### config.mk
export PLATFORM = sky130hd
export DESIGN_NAME = wishbone_slave_mux
export DESIGN_NICKNAME = d
export VERILOG_FILES = /design/src/rtl/wishbone_slave_mux.sv
export SDC_FILE = /design/constraint.sdc
export NUM_CORES = 1
export LEC_CHECK = 0
export ABC_AREA = 1
export ABC_CLOCK_PERIOD_IN_PS = 1650
export CORE_AREA = 3 3 153 155
export DETAILED_ROUTE_END_ITERATION = 8
export DIE_AREA = 0 0 156 158
export PLACE_DENSITY = 0.77
export SETUP_SLACK_MARGIN = 0.2
export SYNTH_ARGS = -nofsm -noshare
export SYNTH_HDL_FRONTEND = slang
export SYNTH_SLANG_ARGS = --single-unit
export TNS_END_PERCENT = 1
### constraint.sdc
create_clock -name clk -period 1.65 [get_ports clk]
set_input_delay 0.33 -clock clk [delete_from_list [all_inputs] [get_ports clk]]
set_output_delay 0.33 -clock clk [all_outputs]
set_load 0.005 [all_outputs]
### src/rtl/wishbone_slave_mux.sv
// wishbone_slave_mux
//   One-master / N-slave Wishbone classic interconnect. The slave index is taken
//   from the top SEL_W address bits. Exactly one transaction is in flight at a
//   time, and all master- and slave-side outputs are registered. Unmapped
//   indices are answered with m_err_o and ERR_PATTERN.
//
//   Optional feature macro: WB_MUX_TIMEOUT_EN. When it is defined, a slave
//   that does not ack within TIMEOUT_CYC BUSY cycles is released. The master
//   then receives an error.
//
// Ports
//   clk, rst_n                system clock, synchronous active-low reset
//   m_addr_i/m_we_i/m_data_i  master request (address, write enable, write data)
//   m_cyc_i/m_stb_i           master cycle / strobe
//   m_data_o                  read data (or ERR_PATTERN) to master, held until next response
//   m_ack_o/m_err_o           one-cycle completion / error pulses
//   s_cyc_o/s_stb_o           per-slave cycle/strobe (one-hot or zero)
//   s_we_o/s_addr_o/s_data_o  shared write enable, slave-local address, write data
//   s_data_i                  slave read data, slave k at [k*DATA_W +: DATA_W]
//   s_ack_i                   per-slave ack
module wishbone_slave_mux #(
  parameter int          NUM_SLAVES  = 2,
  parameter int          ADDR_W      = 32,
  parameter int          DATA_W      = 64,
  parameter int          SEL_W       = 4,
  parameter logic [63:0] ERR_PATTERN = 64'hDEAD_BEEF,
  parameter int          TIMEOUT_CYC = 1024
) (
  input  logic                         clk,
  input  logic                         rst_n,
  input  logic [ADDR_W-1:0]            m_addr_i,
  input  logic                         m_we_i,
  input  logic [DATA_W-1:0]            m_data_i,
  input  logic                         m_cyc_i,
  input  logic                         m_stb_i,
  output logic [DATA_W-1:0]            m_data_o,
  output logic                         m_ack_o,
  output logic                         m_err_o,
  output logic [NUM_SLAVES-1:0]        s_cyc_o,
  output logic [NUM_SLAVES-1:0]        s_stb_o,
  output logic                         s_we_o,
  output logic [ADDR_W-1:0]            s_addr_o,
  output logic [DATA_W-1:0]            s_data_o,
  input  logic [NUM_SLAVES*DATA_W-1:0] s_data_i,
  input  logic [NUM_SLAVES-1:0]        s_ack_i
);

  if (NUM_SLAVES < 1 || NUM_SLAVES > 16 || NUM_SLAVES > (1 << SEL_W) ||
      SEL_W > ADDR_W || TIMEOUT_CYC < 1) begin : g_bad_params
    $error("wishbone_slave_mux: illegal parameter combination");
  end

  typedef enum logic [1:0] {IDLE, BUSY, RESP, DONE} state_t;

  state_t              state, state_nx;
  logic [DATA_W-1:0]   data_nx, wdat_nx, rdata;
  logic [ADDR_W-1:0]   addr_nx, req_addr;
  logic [SEL_W-1:0]    req_idx;
  logic [NUM_SLAVES-1:0] cyc_nx;
  logic                ack_nx, err_nx, we_nx, sel_ack;

`ifdef WB_MUX_TIMEOUT_EN
  localparam int CNT_W = $clog2(TIMEOUT_CYC + 1);
  logic [CNT_W-1:0] tmo_cnt;
  logic             tmo_hit;

  // Zero outside BUSY, so every entry into BUSY starts the count from zero.
  always_ff @(posedge clk) begin
    if (!rst_n)             tmo_cnt <= '0;
    else if (state == BUSY) tmo_cnt <= tmo_cnt + CNT_W'(1);
    else                    tmo_cnt <= '0;
  end

  assign tmo_hit = (tmo_cnt == CNT_W'(TIMEOUT_CYC - 1));
`endif

  assign s_stb_o = s_cyc_o;

  // s_cyc_o is held one-hot on the selected slave throughout BUSY. It
  // therefore doubles as the ack mask and the read-data select, and no
  // separate index register is needed.
  assign sel_ack = |(s_ack_i & s_cyc_o);

  always_comb begin
    rdata = '0;
    for (int unsigned k = 0; k < NUM_SLAVES; k++) begin
      if (s_cyc_o[k]) rdata = rdata | s_data_i[k*DATA_W +: DATA_W];
    end
  end

  always_comb begin
    req_idx  = m_addr_i[ADDR_W-1 -: SEL_W];
    req_addr = m_addr_i;
    req_addr[ADDR_W-1 -: SEL_W] = '0;
  end

  always_comb begin
    state_nx = state;
    data_nx  = m_data_o;
    ack_nx   = 1'b0;
    err_nx   = 1'b0;
    cyc_nx   = s_cyc_o;
    we_nx    = s_we_o;
    addr_nx  = s_addr_o;
    wdat_nx  = s_data_o;
    case (state)
      IDLE: begin
        if (m_cyc_i && m_stb_i) begin
          we_nx   = m_we_i;
          addr_nx = req_addr;
          wdat_nx = m_data_i;
          if (int'(req_idx) < NUM_SLAVES) begin
            cyc_nx   = NUM_SLAVES'(1) << req_idx;
            state_nx = BUSY;
          end else begin
            err_nx   = 1'b1;
            data_nx  = DATA_W'(ERR_PATTERN);
            state_nx = DONE;
          end
        end
      end
      BUSY: begin
        // Priority: abort, then ack, then timeout.
        if (!m_cyc_i) begin
          cyc_nx   = '0;
          state_nx = IDLE;
        end else if (sel_ack) begin
          data_nx  = rdata;
          cyc_nx   = '0;
          ack_nx   = 1'b1;
          state_nx = RESP;
        end
`ifdef WB_MUX_TIMEOUT_EN
        else if (tmo_hit) begin
          data_nx  = DATA_W'(ERR_PATTERN);
          cyc_nx   = '0;
          err_nx   = 1'b1;
          state_nx = RESP;
        end
`endif
      end
      RESP:    state_nx = DONE;
      DONE:    if (!m_stb_i) state_nx = IDLE;
      default: state_nx = IDLE;
    endcase
  end

  always_ff @(posedge clk) begin
    if (!rst_n) begin
      state    <= IDLE;
      m_data_o <= '0;
      m_ack_o  <= 1'b0;
      m_err_o  <= 1'b0;
      s_cyc_o  <= '0;
      s_we_o   <= 1'b0;
      s_addr_o <= '0;
      s_data_o <= '0;
    end else begin
      state    <= state_nx;
      m_data_o <= data_nx;
      m_ack_o  <= ack_nx;
      m_err_o  <= err_nx;
      s_cyc_o  <= cyc_nx;
      s_we_o   <= we_nx;
      s_addr_o <= addr_nx;
      s_data_o <= wdat_nx;
    end
  end

endmodule
==> results.sh, run 1 <==
export IMPL_min_path_cells=3
export IMPL_vias=8517
export IMPL_gp_congestion=0.823
export IMPL_yosysWarnings=0
export IMPL_io_pins=398
export IMPL_placed_area_um2=11800
export IMPL_synth_top_family_by_area="simple AND/OR/NAND/NOR gates"
export IMPL_period_needed_ps=1490
export IMPL_netlist_instances=1184
export IMPL_synth_seq_cells=163
export IMPL_synth_edff_count=0
export IMPL_fin_crit_sh_pct=90.4
export IMPL_coreArea_um2=22000
export IMPL_drt_wirelength_per_cell_um=14.7
export IMPL_grt_pass1_wl_um=40300
export IMPL_hold_viol=0
export IMPL_swShare_pct=33.1
export IMPL_fmax_mhz=670
export IMPL_area_delta_synth_final_pct=70.4
export IMPL_synth_xor_area_share_pct=0
export IMPL_grt_pass1_vias=7779
export IMPL_finalInstanceArea_um2=12700
export IMPL_dieArea_um2=24600
export IMPL_synth_area_mux_share_pct=0
export IMPL_p_sw_mw=4.21
export IMPL_power_internal_mw=8.51
export IMPL_drive_gt1_share_pct=10.2
export IMPL_synth_simple_area_share_pct=38.4
export IMPL_start_util_pct=33.8
export IMPL_worst_setup_path_start_kind="register"
export IMPL_first_pass_iters=7
export IMPL_worst_hold_path_type="in2reg"
export IMPL_async_flop_share_pct=0
export IMPL_outcome="finished, final reports clean"
export IMPL_yosysSeqAreaShare_pct=43.9
export IMPL_die_height_um=158
export IMPL_p_leak_nw=6.08
export IMPL_dp_hpwl_um=20000
export IMPL_r2r_start="state[0]$_SDFFE_PN0P_"
export IMPL_cts_tree="built"
export IMPL_io_buffers=393
export IMPL_combinationalPowerShare_pct=32.8
export IMPL_synth_adder_area_share_pct=0
export IMPL_die_w_um=156
export IMPL_arrival_ps=1850
export IMPL_r2r_slack_ps=160
export IMPL_crit_required_ps=2000
export IMPL_synth_avg_cell_area_um2=6.28
export IMPL_detail_route_antenna_nets=0
export IMPL_synth_top_cell_by_area="dfxtp_1"
export IMPL_end_kind="register"
export IMPL_core_rowCount=54
export IMPL_drt_total_wl_um=27300
export IMPL_drv_cap=0
export IMPL_skew_ps=9.62
export IMPL_grt_overflow_total=0
export IMPL_vdd_drop_max_mv=0.688
export IMPL_reg2reg_depth=10
export IMPL_postCtsHoldBufs=0
export IMPL_slew_viol_final=0
export IMPL_clock_latency_ps=420
export IMPL_synth_top_cell_area_share_pct=43.9
export IMPL_grt_max_degree=76
export IMPL_hp_start="rst_n"
export IMPL_final_util_pct=57.7
export IMPL_crit_type="reg2reg"
export IMPL_synth_area_um2=7430
export IMPL_clkPwrFrac_pct=30.3
export IMPL_fin_nets=1802
export IMPL_synth_most_common_cell="nand2_1"
export IMPL_synthFlopType="dfxtp_1"
export IMPL_holdPathEnd="s_data_o[14]$_SDFFE_PN0P_"
export IMPL_synthTopCellsByArea="dfxtp_1, nand2_1, nor2_1"
export IMPL_rsz0062_at_grt="yes"
export IMPL_h_tree_depth=4
export IMPL_setup_viol=0
export IMPL_cts_sinks=163
export IMPL_vias_per_cell=4.57
export IMPL_clk_pin_slew_worst_paths_ps=80
export IMPL_reg2reg_to="m_data_o[25]$_SDFFE_PN0P_"
export IMPL_yosys_top_cells_count="nand2_1, nor2_1, dfxtp_1, inv_1, o21ai_0"
export IMPL_synth_compound_area_share_pct=6.47
export IMPL_track_usage_pct=20.5
export IMPL_antenna_cells=0
export IMPL_synth_cell_types=18
export IMPL_clk_path_buf_depth=2
export IMPL_grt_antenna_before_repair=0
export IMPL_power_density_nw_per_um2=1000
export IMPL_cts_buffers=17
export IMPL_drc=0
export IMPL_cts_root_buf="clkbuf_16"
export IMPL_power_frac_seq_pct=36.8
export IMPL_cp_max_fo=9
export IMPL_drt_iter0_markers=459
## layout by cell type (no fill, tap or decap), types with 4 or more instances in the layout
cell type / instances
conb_1: 4
nor2_1: 277
dfxtp_1: 151
inv_8: 4
clkinvlp_4: 5
buf_6: 5
dlygate4sd2_1: 158
nand2_2: 36
nand2_4: 6
o21ai_0: 94
clkbuf_16: 20
clkdlybuf4s50_1: 229
buf_12: 13
nand2_1: 317
buf_8: 7
nand3_1: 30
inv_1: 115
nor2_2: 5
dfxtp_2: 9
buf_4: 30
nand4_1: 40
## layer usage
layer | routed length, um | vias up | part of all wire [%] | GRT usage (%)
met5 | 0 | - | 0 | 0
met4 | 564 | 0 | 2.1 | 6.22
met3 | 2510 | 35 | 9.2 | 6.75
met2 | 13900 | 327 | 51 | 37.3
met1 | 10300 | 3782 | 38 | 22.7
li1 | - | 4373 | - | -
## kinds of logic (layout without fill, tap and decap cells)
| logic type | after synthesis | in the layout |
|---|---|---|
| AND/OR/NAND/NOR | 719 | 719 |
| buffers and inverters | 205 | 602 |
| flip-flops | 163 | 163 |
| AO/OA/AOI/OAI | 96 | 96 |
| other | 1 | 4 |
## per-stage QoR
| stage | setup TNS (ps) | setup WS, ps | cells | hold slack, ps | power [mW] |
|---|---|---|---|---|---|
| after global placement | -21090 | -188 | 1817 | 460 | 8.80 |
| after CTS | 0 | 78.7 | 1854 | 258 | 12.7 |
| after detailed placement | -25890 | -216 | 1817 | 470 | 8.88 |
| final | 0 | 158 | 1864 | 279 | 12.7 |
| after floorplan | 0 | 219 | 1187 | 480 | 6.59 |
| after global routing | 0 | 83.1 | 1864 | 278 | 13.5 |
## worst max-delay path, cell delays in order, from the launching register on
cell and delay, ps:
dfxtp_4 400, inv_4 50, nor2_4 100, nand2_2 90
nand2_4 100, nand3_4 110, buf_12 180, clkbuf_16 170
nand2_2 60, nand2_1 40, nor2_1 120
## registers in the layout, summed over array words and instances (netlist names)
signal and cells:
m_ack_o 1, m_err_o 1, s_addr_o 28, state 2, s_data_o 64, s_cyc_o 2, s_we_o 1, m_data_o 64
## worst max path at each step
stage,cells past startpoint,from,to
after floorplan,9,state[0]$_SDFFE_PN0P_,m_data_o[0]$_SDFFE_PN0P_
after global placement,7,m_addr_i[31],m_data_o[8]$_SDFFE_PN0P_
after detailed placement,9,m_stb_i,s_data_o[34]$_SDFFE_PN0P_
after CTS,10,state[0]$_SDFFE_PN0P_,m_data_o[6]$_SDFFE_PN0P_
after global routing,7,state[0]$_SDFFE_PN0P_,m_data_o[3]$_SDFFE_PN0P_
final,10,state[0]$_SDFFE_PN0P_,m_data_o[25]$_SDFFE_PN0P_
## power by group through the flow
stage	logic, mW	registers (mW)	clock network, mW
global route	4.62	4.75	4.14
detailed placement	4.07	4.80	0
floorplan	1.78	4.81	0
global placement	4.02	4.78	0
finish	4.17	4.69	3.86
CTS	4.04	4.70	3.97
## final cells by class
cell class	count	area (um2)
Fill cell	2092	9300
Sequential cell	163	3290
Multi-Input combinational cell	819	3540
Timing Repair Buffer	451	4470
Tap cell	280	350
Clock inverter	14	141
Inverter	119	452
Clock buffer	18	429
## timing repair
item,in CTS,in global routing
resized for setup,263,7
cloned,0,3
pin swaps,84,5
setup endpoints to repair,311,138
setup buffers,5,7
(Power assumes the default switching activity.)
==> run 2: changes to the inputs <==
--- a/config.mk
+++ b/config.mk
@@ -10,6 +10,7 @@
 export CORE_AREA = 3 3 153 155
 export DETAILED_ROUTE_END_ITERATION = 8
 export DIE_AREA = 0 0 156 158
+export GPL_TIMING_DRIVEN = 0
 export PLACE_DENSITY = 0.77
 export SETUP_SLACK_MARGIN = 0.2
 export SYNTH_ARGS = -nofsm -noshare
==> results.sh, run 2 (same netlist as run 1, synthesis figures left out) <==
export IMPL_outcome="finished, final reports clean"
export IMPL_reg2reg_depth=8
export IMPL_crit_required_ps=1980
export IMPL_p_leak_nw=6.09
export IMPL_setup_slack_ps=132
export IMPL_worst_hold_path_type="in2reg"
export IMPL_reg2reg_to="m_data_o[12]$_SDFFE_PN0P_"
export IMPL_vdd_drop_max_mv=0.648
export IMPL_setup_viol=0
export IMPL_fin_crit_sh_pct=92.0
export IMPL_drive_gt1_share_pct=9.34
export IMPL_final_util_pct=57.2
export IMPL_first_pass_iters=5
export IMPL_clock_latency_ps=430
export IMPL_combinationalPowerShare_pct=31.4
export IMPL_end_kind="register"
export IMPL_vias_per_cell=4.54
export IMPL_grt_antenna_before_repair=0
export IMPL_gp_congestion=0.877
export IMPL_vias=8608
export IMPL_drt_iter0_markers=412
export IMPL_cts_root_buf="clkbuf_16"
export IMPL_dieArea_um2=24600
export IMPL_start_util_pct=33.8
export IMPL_cp_max_fo=8
export IMPL_dp_hpwl_um=23100
export IMPL_dpl_worst_slack_ps=-676
export IMPL_holdPathEnd="m_ack_o$_SDFF_PN0_"
export IMPL_area_delta_synth_final_pct=69.0
export IMPL_reg_largest_list="m_data_o x64, s_data_o x64, s_addr_o x28"
export IMPL_power_internal_mw=8.48
export IMPL_grt_pass1_wl_um=42600
export IMPL_clk_pin_slew_worst_paths_ps=70
export IMPL_drv_cap=0
export IMPL_grt_pass1_vias=8100
export IMPL_final_common_cell="nand2_1"
export IMPL_power_density_nw_per_um2=1010
export IMPL_die_height_um=158
export IMPL_drt_wirelength_per_cell_um=15.4
export IMPL_cts_sinks=163
export IMPL_period_needed_ps=1520
export IMPL_crit_type="reg2reg"
export IMPL_min_path_cells=3
export IMPL_stdcell_count=1897
export IMPL_clkPwrFrac_pct=31.7
export IMPL_postCtsHoldBufs=0
export IMPL_p_sw_mw=4.26
export IMPL_track_usage_pct=22.2
export IMPL_coreArea_um2=22000
export IMPL_clk_path_buf_depth=2
export IMPL_worst_pin_slew_ps=582
export IMPL_arrival_ps=1840
export IMPL_slew_viol_final=0
export IMPL_io_pins=398
export IMPL_die_w_um=156
export IMPL_fmax_mhz=659
export IMPL_h_tree_depth=4
export IMPL_rsz0062_at_grt="yes"
export IMPL_core_rowCount=54
export IMPL_cts_buffers=17
export IMPL_antenna_cells=0
export IMPL_detail_route_antenna_nets=0
export IMPL_r2r_start="state[1]$_SDFFE_PN0P_"
export IMPL_hold_viol=0
export IMPL_drc=0
export IMPL_dp_cells=1859
export IMPL_grt_overflow_total=0
export IMPL_skew_ps=9.17
export IMPL_relSlewSlack_pct=61.2
export IMPL_hp_start="m_cyc_i"
export IMPL_cts_tree="built"
export IMPL_final_cell_mix="nand2_1, nor2_1, clkdlybuf4s50_1"
export IMPL_drt_total_wl_um=29100
export IMPL_r2r_slack_ps=130
export IMPL_grt_max_degree=18
export IMPL_worst_setup_path_start_kind="register"
export IMPL_io_buffers=392
export IMPL_fin_nets=1836
export IMPL_swShare_pct=33.5
export IMPL_power_frac_seq_pct=37.0
==> run 2: worst max path at each step <==
stage                                startpoint                         to  slack, ps  depth (start not counted)
final                     state[1]$_SDFFE_PN0P_  m_data_o[12]$_SDFFE_PN0P_        130                          8
after global routing                    m_stb_i  m_data_o[10]$_SDFFE_PN0P_         60                         10
after CTS                 state[0]$_SDFFE_PN0P_  m_data_o[10]$_SDFFE_PN0P_        100                          8
after detailed placement                m_cyc_i  m_data_o[11]$_SDFFE_PN0P_       -680                         10
after global placement                  m_cyc_i  m_data_o[27]$_SDFFE_PN0P_       -680                         10
after floorplan           state[0]$_SDFFE_PN0P_   m_data_o[0]$_SDFFE_PN0P_        220                          9
==> run 2: power by group through the flow <==
stage | logic (mW) | clock network (mW) | registers [mW]
detailed placement | 3.97 | 0 | 4.81
global route | 4.46 | 4.27 | 4.77
CTS | 3.90 | 4.11 | 4.72
floorplan | 1.78 | 0 | 4.81
finish | 3.99 | 4.03 | 4.71
global placement | 3.93 | 0 | 4.79
==> run 2: layer usage <==
layer	part of all wire, %	global-route usage [%]	up-vias
met5	0	0	-
met4	3.3	8.87	0
met3	9.0	7.16	50
met2	50	40.5	335
met1	37	23.6	3782
li1	-	-	4441
==> run 2: critical path, cell delays in order (launching register included) <==
cell,delay [ps]
dfxtp_4,370
nor2_4,180
nand2_4,110
nand2_4,120
nand3_4,140
buf_8,190
clkbuf_16,170
nor2_4,90
nor2_1,40
==> run 2: final cells by class <==
type	count	area, um2
Multi-Input combinational cell	819	3550
Clock inverter	14	164
Timing Repair Buffer	399	3820
Tap cell	280	350
Inverter	119	447
Sequential cell	163	3290
Buffer	86	505
Fill cell	2117	9400
Clock buffer	17	425
==> run 2: per-stage QoR <==
| stage | hold slack, ps | power, mW | area (um2) | setup TNS, ps |
|---|---|---|---|---|
| after floorplan | 480 | 6.59 | 7440 | 0 |
| after global placement | 462 | 8.71 | 11700 | -79130 |
| after detailed placement | 471 | 8.78 | 11700 | -81950 |
| after CTS | 397 | 12.7 | 12400 | 0 |
| after global routing | 396 | 13.5 | 12600 | 0 |
| final | 386 | 12.7 | 12600 | 0 |
==> run 2: timing repair <==
action	4_1_cts	5_1_grt
buffers inserted	0	4
gates resized for setup	296	12
setup endpoints to repair	324	139
cloned	0	3
endpoints found under the hold margin	0	0
pin swaps	41	16
==> run 3: changes to the inputs <==
--- a/config.mk
+++ b/config.mk
@@ -7,11 +7,12 @@
 export LEC_CHECK = 0
 export ABC_AREA = 1
 export ABC_CLOCK_PERIOD_IN_PS = 1650
-export CORE_AREA = 3 3 153 155
+export CORE_AREA = 2 2 152 154
 export DETAILED_ROUTE_END_ITERATION = 8
-export DIE_AREA = 0 0 156 158
+export DIE_AREA = 0 0 154 156
+export DONT_BUFFER_PORTS = 1
 export GPL_TIMING_DRIVEN = 0
-export PLACE_DENSITY = 0.77
+export PLACE_DENSITY = 0.54
 export SETUP_SLACK_MARGIN = 0.2
 export SYNTH_ARGS = -nofsm -noshare
 export SYNTH_HDL_FRONTEND = slang
==> results.sh, run 3 (same netlist as run 1, synthesis figures left out) <==
export IMPL_core_rowCount=55
export IMPL_vias_per_cell=4.70
export IMPL_crit_required_ps=1970
export IMPL_stdcell_count=1509
export IMPL_cts_buffers=17
export IMPL_die_w_um=154
export IMPL_tns_ps=0
export IMPL_dp_hpwl_um=20100
export IMPL_slew_viol_final=0
export IMPL_hp_start="m_data_i[15]"
export IMPL_relSlewSlack_pct=63.6
export IMPL_clock_latency_ps=420
export IMPL_min_path_cells=2
export IMPL_cp_buffers_inverters=3
export IMPL_worst_setup_path_start_kind="register"
export IMPL_gp_congestion=0.815
export IMPL_die_height_um=156
export IMPL_fmax_mhz=675
export IMPL_drt_total_wl_um=25600
export IMPL_track_usage_pct=20.6
export IMPL_clk_path_buf_depth=2
export IMPL_drt_wirelength_per_cell_um=17.0
export IMPL_setup_viol=0
export IMPL_crit_type="reg2reg"
export IMPL_area_delta_synth_final_pct=15.5
export IMPL_clk_pin_slew_worst_paths_ps=80
export IMPL_grt_overflow_total=0
export IMPL_path_cells="inv_2 -> nor2_4 -> buf_4 -> buf_2 -> nand3_1 -> nor2_1 -> nor2_1"
export IMPL_postCtsHoldBufs=0
export IMPL_grt_pass1_wl_um=38000
export IMPL_coreArea_um2=22400
export IMPL_detail_route_antenna_nets=0
export IMPL_crit_path_start="state[0]$_SDFFE_PN0P_"
export IMPL_dieArea_um2=24000
export IMPL_grt_pass1_vias=6733
export IMPL_first_pass_iters=6
export IMPL_reg2reg_to="m_data_o[9]$_SDFFE_PN0P_"
export IMPL_drv_cap=0
export IMPL_start_util_pct=33.2
export IMPL_h_tree_depth=4
export IMPL_outcome="finished, final reports clean"
export IMPL_cts_sinks=163
export IMPL_antenna_cells=0
export IMPL_fin_crit_sh_pct=89.8
export IMPL_p_leak_nw=3.94
export IMPL_cts_root_buf="clkbuf_16"
export IMPL_power_density_nw_per_um2=1310
export IMPL_cpMostUsedCell="nor2_1"
export IMPL_finalPower_mw=11.3
export IMPL_cp_max_fo=10
export IMPL_dp_cells=1472
export IMPL_cpLargestDelayFamily="buffers and inverters"
export IMPL_grt_antenna_before_repair=0
export IMPL_r2r_start="state[0]$_SDFFE_PN0P_"
export IMPL_cts_tree="built"
export IMPL_worst_hold_path_type="in2reg"
export IMPL_end_kind="register"
export IMPL_holdPathEnd="s_data_o[15]$_SDFFE_PN0P_"
export IMPL_final_cell_mix="nand2_1, nor2_1, dfxtp_1"
export IMPL_slowest_delay_ps=380
export IMPL_grt_max_degree=18
export IMPL_final_common_cell="nand2_1"
export IMPL_arrival_ps=1800
export IMPL_slowest_stage="dfxtp_4"
export IMPL_worst_pin_slew_ps=546
export IMPL_io_pins=398
export IMPL_skew_ps=15.3
export IMPL_reg_largest_list="m_data_o x64, s_data_o x64, s_addr_o x28"
export IMPL_vias=7098
export IMPL_drc=0
export IMPL_timing_critical_path_depth=7
export IMPL_io_buffers=0
export IMPL_r2r_slack_ps=170
export IMPL_vdd_drop_max_mv=0.647
export IMPL_period_needed_ps=1480
export IMPL_hold_viol=0
export IMPL_drive_gt1_share_pct=9.31
export IMPL_rsz0062_at_grt="yes"
export IMPL_drt_iter0_markers=357
export IMPL_reg2reg_depth=7
export IMPL_fin_nets=1443
-- run 3: changes by cell type in the layout (fill, tap and decap cells not counted), moves of 9 or more --
cell / previous run / this run
dfxtp_2: 12 / 3
nor2_1: 261 / 282
dlygate4sd2_1: 160 / 0
nor2_4: 21 / 2
dfxtp_1: 147 / 159
clkdlybuf4s50_1: 228 / 0
-- run 3: worst max-delay path by stage --
stage                           endpoint  slack (ps)
4_1_cts            state[1]$_SDFFE_PN0P_         160
3_3_place_gp   s_data_o[61]$_SDFFE_PN0P_        -630
6_report        m_data_o[9]$_SDFFE_PN0P_         170
5_1_grt        m_data_o[57]$_SDFFE_PN0P_          40
2_1_floorplan   m_data_o[0]$_SDFFE_PN0P_         220
3_5_place_dp   s_data_o[61]$_SDFFE_PN0P_        -610
-- run 3: timing repair --
action                                  CTS  global route
hold endpoints to repair                  0             0
resized for setup                        80             3
endpoints found under the setup margin  163           157
setup buffers                             6             0
pin swaps                                 3             0
-- run 3: area by class of cell --
class                   instances  area [um2]
fillers                      2485       13800
multi-input cells             819        3410
flip-flops and latches        163        3270
plain buffers                  86         478
inverters                     119         447
clock buffers                  17         425
well taps                     285         357
clock inverters                14         139
repair buffers                  6        52.6
-- run 3: per-stage QoR --
stage	instance area (um2)	hold WS, ps	setup slack [ps]	utilization [%]
floorplan	7440	480	219	-
global placement	7800	495	-634	34.9
detailed placement	7800	502	-615	34.9
CTS	8580	48.4	160	38.4
global route	8580	49.7	37.0	38.4
finish	8580	68.3	168	38.4
-- run 3: routing by layer --
layer | up-vias | global-route usage [%] | routed length, um
met5 | - | 0 | 0
met4 | 0 | 5.34 | 404
met3 | 21 | 7.25 | 2380
met2 | 287 | 38.4 | 12900
met1 | 3141 | 22.1 | 9880
li1 | 3649 | - | -
-- run 3: report_power, final --
part / internal [mW] / leakage (nW) / switching, mW / total [mW]
sequential: 4.44 / 1.34 / 0.475 / 4.92
clock: 2.01 / 0.281 / 1.89 / 3.91
combinational: 0.869 / 2.32 / 1.59 / 2.46
total: 7.32 / 3.94 / 3.96 / 11.3
